[src/rtl/row_bias_pkg.sv]
// Shared constants, LFSR parameters and FSM encoding for the per-row value responder.
`ifndef GRID_LEN
`define GRID_LEN 9
`endif

package row_bias_pkg;

    localparam int unsigned LFSR_W = 16;
    localparam logic [LFSR_W-1:0] LFSR_TAPS    = 16'hB400;
    localparam logic [LFSR_W-1:0] DEFAULT_SEED = 16'hACE1;

    // Index width for a row of len values; never below 1 bit.
    function automatic int unsigned idx_w(input int unsigned len);
        return (len < 2) ? 1 : $clog2(len);
    endfunction

    typedef enum logic [2:0] {
        S_DRAW  = 3'b001,
        S_SWAP  = 3'b010,
        S_READY = 3'b100
    } state_t;

endpackage

[src/rtl/row_bias_lfsr16.sv]
// 16-bit Galois LFSR, free-running whenever reset is low.
module lfsr16
    import row_bias_pkg::*;
#(
    parameter logic [LFSR_W-1:0] SEED = DEFAULT_SEED
) (
    input  logic              clock,
    input  logic              reset,
    output logic [LFSR_W-1:0] state
);

    // An all-zero seed would lock up the register.
    localparam logic [LFSR_W-1:0] INIT = (SEED == '0) ? DEFAULT_SEED : SEED;

    always_ff @(posedge clock or posedge reset) begin
        if (reset) begin
            state <= INIT;
        end else begin
            state <= (state >> 1) ^ (state[0] ? LFSR_TAPS : '0);
        end
    end

endmodule

[src/rtl/row_bias.sv]
// Row responder: holds a random permutation of one-hot values and maps the OR'ed tile request through it.
module row_bias
    import row_bias_pkg::*;
#(
    parameter int unsigned       LEN  = `GRID_LEN,
    parameter logic [LFSR_W-1:0] SEED = DEFAULT_SEED
) (
    input  logic           clock,
    input  logic           reset,
    input  logic           reshuffle,
    input  logic           rq_valtotry,
    input  logic [LEN-1:0] biasidx,
    output logic [LEN-1:0] valtotry,
    output logic           ready
);

    localparam int unsigned     IDXW  = idx_w(LEN);
    localparam logic [IDXW-1:0] I_TOP = IDXW'(LEN - 1);

    state_t          state, state_next;
    logic [IDXW-1:0] i, i_next;
    logic [IDXW-1:0] j, j_next;
    logic [IDXW-1:0] draw;
    logic            do_swap;
    logic [LEN-1:0]  perm [LEN];
    logic [LEN-1:0]  lookup;
    logic [LFSR_W-1:0] lfsr;

    lfsr16 #(.SEED(SEED)) u_lfsr (
        .clock (clock),
        .reset (reset),
        .state (lfsr)
    );

    assign draw = lfsr[IDXW-1:0];

    // Fisher-Yates with rejection sampling; reshuffle restarts from the current perm.
    always_comb begin
        state_next = state;
        i_next     = i;
        j_next     = j;
        do_swap    = 1'b0;
        case (state)
            S_DRAW: begin
                if (draw <= i) begin
                    j_next     = draw;
                    state_next = S_SWAP;
                end
            end
            S_SWAP: begin
                do_swap = 1'b1;
                if (i == IDXW'(1)) begin
                    state_next = S_READY;
                end else begin
                    i_next     = i - IDXW'(1);
                    state_next = S_DRAW;
                end
            end
            S_READY: state_next = S_READY;
            default: state_next = S_DRAW;
        endcase
        if (reshuffle) begin
            state_next = S_DRAW;
            i_next     = I_TOP;
            do_swap    = 1'b0;
        end
    end

    // OR of selected entries; multi-hot requests simply merge.
    always_comb begin
        lookup = '0;
        for (int k = 0; k < LEN; k++) begin
            if (biasidx[k]) lookup = lookup | perm[k];
        end
    end

    always_ff @(posedge clock or posedge reset) begin
        if (reset) begin
            state    <= S_DRAW;
            i        <= I_TOP;
            j        <= '0;
            ready    <= 1'b0;
            valtotry <= '0;
        end else begin
            state <= state_next;
            i     <= i_next;
            j     <= j_next;
            ready <= (state_next == S_READY);
            // A half-shuffled row answers zero so no tile loads a stale value.
            if (rq_valtotry) valtotry <= ready ? lookup : '0;
        end
    end

    always_ff @(posedge clock or posedge reset) begin
        if (reset) begin
            for (int k = 0; k < LEN; k++) perm[k] <= LEN'(1) << k;
        end else if (do_swap) begin
            perm[i] <= perm[j];
            perm[j] <= perm[i];
        end
    end

endmodule

[config.mk]
export PLATFORM = sky130hd
export DESIGN_NAME = row_bias
export DESIGN_NICKNAME = d
export VERILOG_FILES = /design/src/rtl/row_bias_pkg.sv /design/src/rtl/row_bias_lfsr16.sv /design/src/rtl/row_bias.sv
export SDC_FILE = /design/constraint.sdc
export NUM_CORES = 1
export LEC_CHECK = 0
export CAP_MARGIN = 20
export CORE_ASPECT_RATIO = 1.75
export CORE_UTILIZATION = 30
export DETAILED_ROUTE_END_ITERATION = 8
export PLACE_DENSITY = 0.43
export SYNTH_ARGS = -nofsm -noshare
export SYNTH_HDL_FRONTEND = slang
export SYNTH_HIERARCHICAL = 1
export SYNTH_SLANG_ARGS = --single-unit
[constraint.sdc]
create_clock -name clock -period 7 [get_ports clock]
set_input_delay 1.05 -clock clock [delete_from_list [all_inputs] [get_ports clock]]
set_output_delay 1.05 -clock clock [all_outputs]
set_load 0.02 [all_outputs]
# Word-level counts from Yosys, hierarchy flattened
# Index checks and enable logic that the tools add are counted.
# W data, S select, Z words.
totals:
  input_bits: 13
  output_inout_bits: 10
  reg_bits: 118
  elab_cells: 75
classes:
  n_reduce_logical: 5
  eq_ne: 6
  n_lt_le_gt_ge: 5
  n_addsub: 1
  n_mux: 32
  bitwise: 11
ops:
  columns: ["operator", "n"]
  rows:
  - ["$bwmux W81", 2]
  - ["$mux W9", 16]
  - ["$bmux W9 S4", 2]
  - ["$demux W9 S4", 2]
  - ["$or A9 B9 Y9", 8]
  - ["$mux W16", 1]
  - ["$xor A15 B16 Y16", 1]
  - ["$mux W4", 3]
  - ["$ge A5 B5 Y1 const B", 2]
  - ["$lt A5 B1 Y1 const B", 2]
  - ["$not A4 Y5", 2]
  - ["$mux W3", 3]
  - ["$pmux W3 S3", 1]
  - ["$eq A3 B3 Y1 const B", 2]
  - ["$eq A4 B1 Y1 const B", 1]
  - ["$le A4 B4 Y1", 1]
  - ["$reduce_and A2 Y1", 2]
  - ["$sub A4 B1 Y4 const B", 1]
  - ["$eq A3 B1 Y1 const B", 1]
  - ["$eq A3 B2 Y1 const B", 1]
  - ["$logic_and A1 B1 Y1", 2]
  - ["$mux W1", 2]
  - ["$ne A2 B2 Y1 const B", 1]
  - ["$reduce_bool A2 Y1", 1]

# Logic depth before layout (Yosys ltp)
logic_depth:
  ltp_word: 18
  depth_mapped: 9

# Modules after synthesis
# The synthesis kept the hierarchy.
by_module_without_submodules:
  columns: ["mod", "cells_per_inst", "instances", "area_per_inst_um2", "seq_area_each_um2"]
  rows:
  - ["row_bias", 708, 1, 6876.6, 2566.2]
  - ["lfsr16", 20, 1, 440.4, 410.4]

# Least setup slack after synthesis
# OpenSTA, ideal clock, no wires.
synth_path:
  path_kind: "input to register"
  startpoint: "input reshuffle"
  endpoint: "register perm[20] (netlist name)"
  n_path_buf: 4
  t_arrival_ns: 2.530
  slack_ns: 4.312
  required_ns: 6.842
  path_stages: 8
  cell_sequence: "buf_2 -> or4b_4 -> buf_6 -> buf_6 -> a21o_1 -> buf_2 -> a22oi_1 -> o221ai_1"
synth_between:
  elab_chain_cells: 1
synth_rtl:
  columns: ["element", "line_no", "text"]
  rows:
  - ["start: declaration", "row_bias.sv:10", "input logic reshuffle,"]
  - ["$mux W1", "row_bias.sv:62", "if (reshuffle) begin"]
  - ["end signal: indexed assignment", "row_bias.sv:98", "perm[i] <= perm[j];"]
  - ["end signal: indexed assignment", "row_bias.sv:99", "perm[j] <= perm[i];"]
  - ["end: declaration", "row_bias.sv:25", "logic [LEN-1:0] perm [LEN];"]
# No other way between the ends.
# A chain may end at the register's enable or synchronous reset.

# Final worst setup path
layout_path:
  startpoint: "input reshuffle"
  endpoint: "register perm[32] (netlist name)"
# The elaborated chain is that of the path after synthesis.

==> impl_metrics.json <==
{
  "fin_nets": 755,
  "drt_first_pass_iters": 9,
  "cts_hold_buf": 0,
  "dp_hpwl_um": 23200,
  "ys_seq_elements": 118,
  "wirelength_um": 33300,
  "cp_num_buf_inv": 1,
  "power.leakage_nw": 3.01,
  "cts_tree": "yes",
  "num_vias": 6925,
  "io_buffers": 22,
  "worstMarginPinSlew_ps": 1130,
  "die_h_um": 209,
  "clockBufferDepth": 2,
  "async_flop_share_pct": 100,
  "drv_cap": 0,
  "syn_inst": 728,
  "endpoint_kind": "register",
  "synth_top_area_share_pct": 33.9,
  "routed_via_density": 6.57,
  "cp.arrival_ps": 3590,
  "dieWidth_um": 120,
  "path_cells": "clkdlybuf4s50_1 > or4b_4 > nor3_2 > nand3_1 > o211ai_1",
  "antenna_found_initial": 0,
  "num_io_pins": 23,
  "setup_viol": 0,
  "min_path_type": "register to register",
  "initial_utilization_pct": 30.6,
  "crit_family": "simple AND/OR/NAND/NOR gates",
  "final_common_cell": "dfrtp_1",
  "post_drt_wl_per_cell_um": 31.6,
  "cts_made_buffers": 17,
  "antennaDiodeCount": 0,
  "ys.flop_type": "dfrtp_1",
  "netlist_top_cells_area": "dfrtp_1 34%, dfstp_2 6.8%, mux4_2 6.5%",
  "crit_slowest_cell": "or4b_4",
  "yosysUniqueCellTypes": 59,
  "drive_gt1_share_pct": 14.9,
  "post_cts_buffers": 0,
  "drt_iter0_drc": 835,
  "max_stage_delay_ps": 740,
  "setup_tns_ps": 0,
  "clk_latency_ps": 450,
  "drc": 0,
  "period_share_pct": 46.4,
  "grt_pass1_wl_um": 49300,
  "powerDensity_mw_per_mm2": 238,
  "dieArea_mm2": 0.0250,
  "clock_sinks": 118,
  "peakVddDrop_v": 0.000163,
  "setup_slack_ps": 3760,
  "finClkSkew_ps": 7.73,
  "drv_slew": 0,
  "cts-root-buf": "clkbuf_16",
  "hold_viol_final": 0,
  "fin_crit_ps": 3240,
  "preCtsSetupSlack_ps": 3360,
  "grt_usage_pct": 27.7,
  "area_delta_synth_final_pct": 15.9,
  "start_kind": "input port",
  "clk_pin_slew_ps": 50,
  "postRouteAntennaNets": 0,
  "grt_pass1_vias": 7410,
  "required_ps": 7340,
  "max_freq_mhz": 308,
  "rsz0062_at_grt": "false",
  "path_max_fanout": 25,
  "htreeDepth": 4,
  "layout.cells.most_common_list": "98 x dfrtp_1, 95 x nand2_1, 52 x a22oi_1",
  "place_congestion": 0.904,
  "avgSynthCellArea_um2": 10.1,
  "synth_edf_count": 0,
  "critPathKind": "input port to register",
  "synth.largest_area_cell": "dfrtp_1",
  "grt_max_degree": 77,
  "core_mm2": 0.0239,
  "mappedNetlistArea_mm2": 0.00732,
  "ys_seq_area_share_pct": 40.7,
  "final_cells": 1054,
  "status": "completed",
  "ys_warn_count": 6,
  "rows": 75,
  "synth_fp_nets": 750,
  "place_inst": 1021,
  "cts_resized": 0,
  "slew_headroom_pct": 24.4,
  "overflow": 0
}
## per-stage QoR
step	utilization, %	area [µm²]	power, mW	hold WS, ps
6_report	35.4	8480	2.02	349
5_1_grt	35.4	8480	2.08	351
4_1_cts	35.3	8450	2.02	348
3_5_place_dp	32.5	7770	0.997	335
3_3_place_gp	32.5	7770	0.994	342
2_1_floorplan	-	7320	0.898	331
## area by class of cell
| type | instances | area [µm²] |
|---|---|---|
| Timing Repair Buffer | 35 | 338 |
| Inverter | 19 | 73.8 |
| Clock inverter | 15 | 251 |
| Multi-Input combinational cell | 542 | 4030 |
| Sequential cell | 118 | 2980 |
| Clock buffer | 17 | 425 |
| Fill cell | 2430 | 15400 |
| Tap cell | 308 | 385 |
## final timing paths
kind,depth (start not counted),from,slack [ps],endpoint
hold / removal,0,u_lfsr/state[4],350,u_lfsr/state[3]
setup / recovery,5,reshuffle,3760,perm[32]
max in group asynchronous,4,reset,5030,perm[32]
min in group asynchronous,2,reset,970,perm[26]
hold reg to reg,0,u_lfsr/state[4],350,u_lfsr/state[3]
setup reg to reg,7,j[1],3960,perm[63]
## where the power goes
| part | internal (mW) | total (mW) | switching [mW] |
|---|---|---|---|
| registers | 0.697 | 0.718 | 0.0211 |
| logic | 0.0795 | 0.274 | 0.194 |
| clock network | 0.668 | 1.02 | 0.355 |
## registers in the layout, indices dropped and copies added, names as in the netlist
| signal | cells |
|---|---|
| perm | 81 |
| u_lfsr/state | 16 |
| valtotry | 9 |
| i | 4 |
| j | 4 |
| state | 3 |
| ready | 1 |
## cells by family after synthesis
family	after synthesis	synth area share [%]
flops	118	40.7
xor+xnor	6	0.718
compound gates	241	25.1
mux	61	12.0
simple gates	225	15.6
fa+ha+maj	9	1.54
buf+inv	68	4.39
## synth_stat cells (5+ instances only)
library cell / n
o21ai_0: 13
inv_1: 18
a22oi_1: 52
ha_1: 9
and2_1: 9
a21o_1: 10
nor3_1: 12
a21oi_1: 16
buf_2: 23
o211ai_1: 22
nor2_1: 37
clkbuf_1: 17
nor2b_1: 5
nand2b_1: 14
mux2i_1: 37
dfstp_2: 19
o221ai_1: 42
nand2_1: 95
a32oi_1: 9
o22ai_1: 18
a221oi_1: 15
dfrtp_1: 99
o21ai_1: 9
mux4_2: 21
a222oi_1: 17
nand3_1: 27
## worst register-to-register path: cells and delay by family, from the launching register on
family                 cells  cell delay, ps
flip-flops                 1             470
AND/OR/NAND/NOR            3            1230
AO/OA/AOI/OAI              2             300
buffers and inverters      2             850
## layer usage
metal / part of all wire, % / track usage (%) / vias up / routed length (µm)
li1: - / - / 2876 / -
met2: 50 / 47.4 / 427 / 16700
met4: 9.3 / 23.7 / 0 / 3100
met3: 6.8 / 6.39 / 167 / 2280
met5: 0 / 0 / - / 0
met1: 33 / 28.0 / 3455 / 11100
Power figures use the tool's default switching activity.
